==> config.mk <==
export PLATFORM = sky130hd
export DESIGN_NAME = crypt_msg_packer
export DESIGN_NICKNAME = d
export VERILOG_FILES = /design/src/rtl/crypt_pkg.sv /design/src/rtl/crypt_word_reg.sv /design/src/rtl/crypt_msg_packer.sv
export SDC_FILE = /design/constraint.sdc
export NUM_CORES = 1
export LEC_CHECK = 0
export ABC_CLOCK_PERIOD_IN_PS = 4800
export CAP_MARGIN = 20
export CORE_UTILIZATION = 40
export DETAILED_ROUTE_END_ITERATION = 12
export HOLD_SLACK_MARGIN = 0.03
export SYNTH_ARGS = -nofsm -noshare
export SYNTH_HDL_FRONTEND = slang
export SYNTH_SLANG_ARGS = --single-unit
==> constraint.sdc <==
create_clock -name clk -period 4.8 [get_ports clk]
set_clock_uncertainty 0.05 [all_clocks]
set_input_delay 1.2 -clock clk [delete_from_list [all_inputs] [get_ports clk]]
set_output_delay 1.2 -clock clk [all_outputs]
set_load 0.05 [all_outputs]
==> src/rtl/crypt_pkg.sv <==
// crypt_pkg
//   Shared types and constants for the crypto front-end message packer.
//   Contents:
//     state_t        packer sequencing states
//     SHA_BLK_BYTES  bytes in one SHA-256/224 message block
//     SHA_LEN_POS    block offset where the 64-bit bit-length field starts
//     SHA_PAD_BYTE   first padding byte that follows the message
//     WORD_BYTES     bytes per output word
package crypt_pkg;

  typedef enum logic [2:0] {
    S_DATA,
    S_PAD80,
    S_ZERO,
    S_LEN,
    S_FLUSH
  } state_t;

  localparam int         SHA_BLK_BYTES = 64;
  localparam int         SHA_LEN_POS   = 56;
  localparam logic [7:0] SHA_PAD_BYTE  = 8'h80;
  localparam int         WORD_BYTES    = 4;

endpackage

==> src/rtl/crypt_word_reg.sv <==
// crypt_word_reg
//   One-entry output register for the message packer. Holds a word and its
//   flags stable while the downstream stalls; a load always wins over the
//   clear that would otherwise follow an accepted beat.
// Ports:
//   clk, n_rst      clock (rising edge), async active-low reset
//   load            capture load_* this edge
//   load_data       32-bit word to present
//   load_last       word is the last of its message
//   load_blk_end    word closes a 512-bit block
//   out_ready       downstream accepts the presented word
//   out_valid       word register occupied
//   out_data        presented word (zero when empty)
//   out_last        presented word ends its message
//   out_blk_end     presented word ends a block
module crypt_word_reg (
  input  logic        clk,
  input  logic        n_rst,
  input  logic        load,
  input  logic [31:0] load_data,
  input  logic        load_last,
  input  logic        load_blk_end,
  input  logic        out_ready,
  output logic        out_valid,
  output logic [31:0] out_data,
  output logic        out_last,
  output logic        out_blk_end
);

  always_ff @(posedge clk or negedge n_rst) begin
    if (!n_rst) begin
      out_valid   <= 1'b0;
      out_data    <= '0;
      out_last    <= 1'b0;
      out_blk_end <= 1'b0;
    end else if (load) begin
      out_valid   <= 1'b1;
      out_data    <= load_data;
      out_last    <= load_last;
      out_blk_end <= load_blk_end;
    end else if (out_valid && out_ready) begin
      out_valid   <= 1'b0;
      out_data    <= '0;
      out_last    <= 1'b0;
      out_blk_end <= 1'b0;
    end
  end

endmodule

==> src/rtl/crypt_msg_packer.sv <==
// crypt_msg_packer
//   Packs a byte stream into big-endian 32-bit words for the crypto core's
//   input queue. With CRYPT_SHA_PAD_EN defined, SHA-256/224 padding (0x80,
//   zeros, 64-bit bit length) is appended so whole 512-bit blocks are
//   emitted; otherwise a trailing partial word is zero-filled and flagged.
// Parameters:
//   LEN_W        width of the message byte counter
// Ports:
//   clk, n_rst   clock (rising edge), async active-low reset
//   in_valid     in_data/in_last valid
//   in_ready     byte accepted this cycle
//   in_data      message byte, first byte lands in out_data[31:24]
//   in_last      final byte of message
//   out_valid    out_data valid
//   out_ready    downstream accepts word
//   out_data     packed word
//   out_last     final word of message
//   out_blk_end  word closes a 512-bit block (pad build only, else 0)
//   len_ovf      sticky: byte offered with the counter saturated
// Configuration macro: CRYPT_SHA_PAD_EN
module crypt_msg_packer
  import crypt_pkg::*;
#(
  parameter int LEN_W = 32
) (
  input  logic        clk,
  input  logic        n_rst,
  input  logic        in_valid,
  output logic        in_ready,
  input  logic [7:0]  in_data,
  input  logic        in_last,
  output logic        out_valid,
  input  logic        out_ready,
  output logic [31:0] out_data,
  output logic        out_last,
  output logic        out_blk_end,
  output logic        len_ovf
);

  localparam logic [1:0]       LAST_IDX = 2'(WORD_BYTES - 1);
  localparam logic [LEN_W-1:0] CNT_MAX  = '1;

  state_t           state, state_nxt;
  logic             active;
  logic [1:0]       idx;
  logic [23:0]      acc;
  logic [LEN_W-1:0] cnt;

  logic             word_free, slot_free;
  logic             byte_go, byte_msg, ovf_set;
  logic [7:0]       byte_val;
  logic             word_load, word_last, word_blk_end;
  logic [31:0]      word_data;

`ifdef CRYPT_SHA_PAD_EN
  localparam logic [5:0] PRE_LEN_POS = 6'(SHA_LEN_POS - 1);
  localparam logic [5:0] BLK_LAST    = 6'(SHA_BLK_BYTES - 1);

  logic [5:0]  pos;
  logic [63:0] bit_len, len_sh;

  assign bit_len = 64'(cnt) << 3;
  // Length bytes go out MSB first; pos 56..63 selects byte 0..7.
  assign len_sh  = bit_len << {pos[2:0], 3'b000};
`endif

  // A byte may only complete a word if the output register is free by the
  // same edge; bytes 0..2 of a word only touch the accumulator.
  assign word_free = !out_valid || out_ready;
  assign slot_free = (idx != LAST_IDX) || word_free;
  assign word_data = {acc, byte_val};

  always_ff @(posedge clk or negedge n_rst) begin
    if (!n_rst) begin
      state <= S_DATA;
    end else begin
      state <= state_nxt;
    end
  end

  always_comb begin
    state_nxt    = state;
    in_ready     = 1'b0;
    byte_go      = 1'b0;
    byte_msg     = 1'b0;
    byte_val     = in_data;
    word_load    = 1'b0;
    word_last    = 1'b0;
    word_blk_end = 1'b0;
    ovf_set      = 1'b0;

    case (state)
      S_DATA: begin
        in_ready = active && slot_free && !len_ovf;
        // A byte offered at the saturated count is dropped, not packed.
        if (in_valid && in_ready && (cnt == CNT_MAX)) begin
          ovf_set = 1'b1;
        end else if (in_valid && in_ready) begin
          byte_go  = 1'b1;
          byte_msg = 1'b1;
          if (in_last) begin
`ifdef CRYPT_SHA_PAD_EN
            state_nxt = S_PAD80;
`else
            if (idx == LAST_IDX) begin
              word_last = 1'b1;
            end else begin
              state_nxt = S_FLUSH;
            end
`endif
          end
        end
      end
`ifdef CRYPT_SHA_PAD_EN
      S_PAD80: begin
        if (slot_free) begin
          byte_go   = 1'b1;
          byte_val  = SHA_PAD_BYTE;
          state_nxt = (pos == PRE_LEN_POS) ? S_LEN : S_ZERO;
        end
      end
      S_ZERO: begin
        if (slot_free) begin
          byte_go  = 1'b1;
          byte_val = 8'h00;
          if (pos == PRE_LEN_POS) begin
            state_nxt = S_LEN;
          end
        end
      end
      S_LEN: begin
        if (slot_free) begin
          byte_go  = 1'b1;
          byte_val = len_sh[63:56];
          if (pos == BLK_LAST) begin
            word_last = 1'b1;
            state_nxt = S_DATA;
          end
        end
      end
`else
      S_FLUSH: begin
        // Unwritten accumulator lanes are already zero.
        if (word_free) begin
          byte_val  = 8'h00;
          word_load = 1'b1;
          word_last = 1'b1;
          state_nxt = S_DATA;
        end
      end
`endif
      default: state_nxt = S_DATA;
    endcase

    if (byte_go && (idx == LAST_IDX)) begin
      word_load = 1'b1;
    end
`ifdef CRYPT_SHA_PAD_EN
    word_blk_end = byte_go && (pos == BLK_LAST);
`endif
  end

  // Byte index, accumulator and counters; everything restarts once the
  // message's final word is handed to the output register.
  always_ff @(posedge clk or negedge n_rst) begin
    if (!n_rst) begin
      active  <= 1'b0;
      idx     <= '0;
      acc     <= '0;
      cnt     <= '0;
      len_ovf <= 1'b0;
`ifdef CRYPT_SHA_PAD_EN
      pos     <= '0;
`endif
    end else begin
      active <= 1'b1;
      if (ovf_set) begin
        len_ovf <= 1'b1;
      end
      if (word_load && word_last) begin
        idx <= '0;
        acc <= '0;
        cnt <= '0;
`ifdef CRYPT_SHA_PAD_EN
        pos <= '0;
`endif
      end else if (byte_go) begin
        idx <= idx + 2'd1;
`ifdef CRYPT_SHA_PAD_EN
        pos <= pos + 6'd1;
`endif
        if (byte_msg) begin
          cnt <= cnt + LEN_W'(1);
        end
        case (idx)
          2'd0:    acc[23:16] <= byte_val;
          2'd1:    acc[15:8]  <= byte_val;
          2'd2:    acc[7:0]   <= byte_val;
          default: acc        <= '0;
        endcase
      end
    end
  end

  crypt_word_reg u_word_reg (
    .clk          (clk),
    .n_rst        (n_rst),
    .load         (word_load),
    .load_data    (word_data),
    .load_last    (word_last),
    .load_blk_end (word_blk_end),
    .out_ready    (out_ready),
    .out_valid    (out_valid),
    .out_data     (out_data),
    .out_last     (out_last),
    .out_blk_end  (out_blk_end)
  );

endmodule
==> metrics.txt <==
antenna violations before repair=0; peak supply drop=338.9 uV; Final ANT Viol Nets=0; share of layout cells above drive strength 1=0.07000; CP arrival=3.04 ns; setup bufs post-CTS=0; startpoint types=input pin; worst r2r src=cnt[0]; PortBufs=48; Post-Syn Instances=465; DRT Wirelength=11.12 mm; kind of critical path=in2out; Worst Reg-to-Reg Cells=6; CP endpoint kind=output port; Util after Layout=0.4858; ys flop type=dfrtp_1; r2r setup slk=1.80 ns; Synth Area per Inst=10.06 sq um; Syn. warnings=0; placer's final routability congestion estimate=0.7898; number of hold-slack violations in the final timing report=0; max_cap viols=0; clock slew at reported path FFs=0.07 ns; Final period util=0.8932; RSZ-0062 raised after global routing=false; hold_sp=acc[3]; minimum clock period=4.287 ns; share of the synthesized area in the top cell type=0.5084; library cells used by synthesis=51; count of final max-slew check failures=0; Max clock buf depth=2; total negative slack=0 ns; Initial Util=0.4095; Congestion Overflow GR=0; CTS tree=done; outcome=finished clean; final non-filler cell total=643; die width=110.1 um; Post-Syn Nets=483; area delta synth->final=18.62%; EDFF count, synth=0; Starting DRT DRC Count=213; register area share after synthesis=0.5084; first-pass GRT wire length=18.38 mm; die area=12,130 sq um; DP Cell Count=626; GRT Util Overall=0.1985; clock latency on the worst-skew pair=0.35 ns; # H-tree levels=3; Post-synth ARST share=1.000; via/cell ratio=5.883; Die H=110.1 um; # IOs=50; Critical path origin=out_ready; Num CTS Buffers=9; Synth Register Bits=95; top cells by area, synth=dfrtp_1 51%, nand3_1 4.5%, o2bb2ai_1 4.5%; Hold Crit Class=reg2reg; Final Net Count=514; Lkg Pwr=2.217 nW; synthesized cell area=4676 sq um; final instance area=5547 sq um; ant diodes=0; pwr/cell area=450.3 nW/um^2; Tightest Pin Transition=0.9167 ns; Vias=3,783; CTS sink cnt=95; Worst slew margin=0.3872; vias in the first global route=3,677; Setup-failing EPs final=0; clk root buf=clkbuf_16; count leader, synth=dfrtp_1; hold buffers post-CTS=0; area of placed instances=5218 sq um; TritonRoute pass-1 iters=4; wire per inst=17.29 um; post-cts resize count=0; Min-Delay Path Depth=1; top cells by count, synth=95 x dfrtp_1, 42 x nand3_1, 41 x a21oi_1, 41 x o21ai_0, 28 x nand4_1; post-DP HPWL=7.129 mm; Power, Total=0.002497 W; WP data required=3.55 ns; largest net degree at the start of global routing=78; Core ar.=11,420 sq um; CP max FO=5; # rows=39; DRC=0; Synth area leader=dfrtp_1; Fmax achieved=0.2333 GHz
[metrics by stage]
| stage | hold slack [ns] | setup WS, ns |
|---|---|---|
| after detailed placement | 0.4208 | 0.4988 |
| after global placement | 0.4108 | 0.4968 |
| final | 0.4342 | 0.5129 |
| after floorplan | 0.3999 | 0.5429 |
| after global routing | 0.4531 | 0.4364 |
| after CTS | 0.4361 | 0.4937 |
[cell usage in the layout, fill, tap and decap left out, types with 2 or more instances in the layout]
cell type | Yosys | final
buf_4 | 2 | 6
nand2_1 | 26 | 26
dfrtp_1 | 95 | 95
clkbuf_16 | 0 | 9
nor2_1 | 18 | 18
nor4b_2 | 2 | 2
a32oi_1 | 8 | 8
conb_1 | 2 | 2
nor4b_1 | 2 | 2
o2bb2ai_1 | 24 | 24
and3_1 | 2 | 2
and2_1 | 5 | 5
o21ai_0 | 41 | 41
nand4_1 | 28 | 28
a2111oi_0 | 2 | 2
and4_1 | 7 | 7
o31ai_1 | 8 | 8
ha_1 | 5 | 5
a31oi_4 | 1 | 2
clkinv_4 | 0 | 2
xnor2_1 | 9 | 9
nor4_4 | 2 | 2
or3_1 | 21 | 21
or4_1 | 7 | 7
a31oi_1 | 3 | 2
a21oi_1 | 41 | 41
inv_1 | 8 | 8
nand3_1 | 42 | 42
clkdlybuf4s50_1 | 0 | 47
buf_16 | 0 | 2
nand4_2 | 2 | 2
[cells by family (layout without fill, tap and decap cells)]
logic type	after synthesis	after routing	synth area share
adders and majority gates	5	5	0.01338
other	2	2	0.001606
and+or+nand+nor	174	174	0.2250
AOI/OAI and AO/OA	137	137	0.1924
xor gates and xnor gates	9	9	0.01686
buffers and inverters	43	78	0.04228
DFF	95	95	0.5084
[per-layer routing]
metal  track usage  share of wire  vias up  wire (um)
li1              -              -     1826          -
met1        0.2554           0.46     1852       5086
met2        0.3299           0.48       92       5378
met3       0.04997          0.048       13        536
met4       0.05921          0.011        0        119
met5             0              0        -          0
[sequential cells by signal, indices dropped and copies added (netlist names)]
signal                flops
u_word_reg.out_last       1
len_ovf                   1
state                     1
u_word_reg.out_valid      1
u_word_reg.out_data      32
idx                       2
active                    1
cnt                      32
acc                      24
[cell type report]
class,count,area [sq um]
Fill cell,1067,5872
Sequential cell,95,2377
Multi-Input combinational cell,327,2116
Timing Repair Buffer,55,570.5
Clock buffer,11,242.7
Tap cell,143,178.9
Clock inverter,4,31.28
Inverter,8,30.03
[critical path, cell delays in order]
cell and delay [ns]:
clkdlybuf4s50_1 0.52, and3b_1 0.23, nor4b_1 0.24, clkdlybuf4s50_1 0.85
[power by group]
group          leakage (nW)  total [W]  internal (W)  switching (W)
clock                 0.136   0.000682      0.000366       0.000316
sequential             1.31    0.00105      0.000951       0.000101
combinational         0.774   0.000763      0.000264       0.000499
[path summary, 6_finish.rpt]
path                                           endpoint
worst min register to register  u_word_reg.out_data[11]
worst max register to register                  acc[17]
min in group asynchronous        u_word_reg.out_data[3]
max in group asynchronous                       cnt[12]
worst min-delay path            u_word_reg.out_data[11]
worst max-delay path                           in_ready
Note: power is estimated with default switching activity, not from simulation.
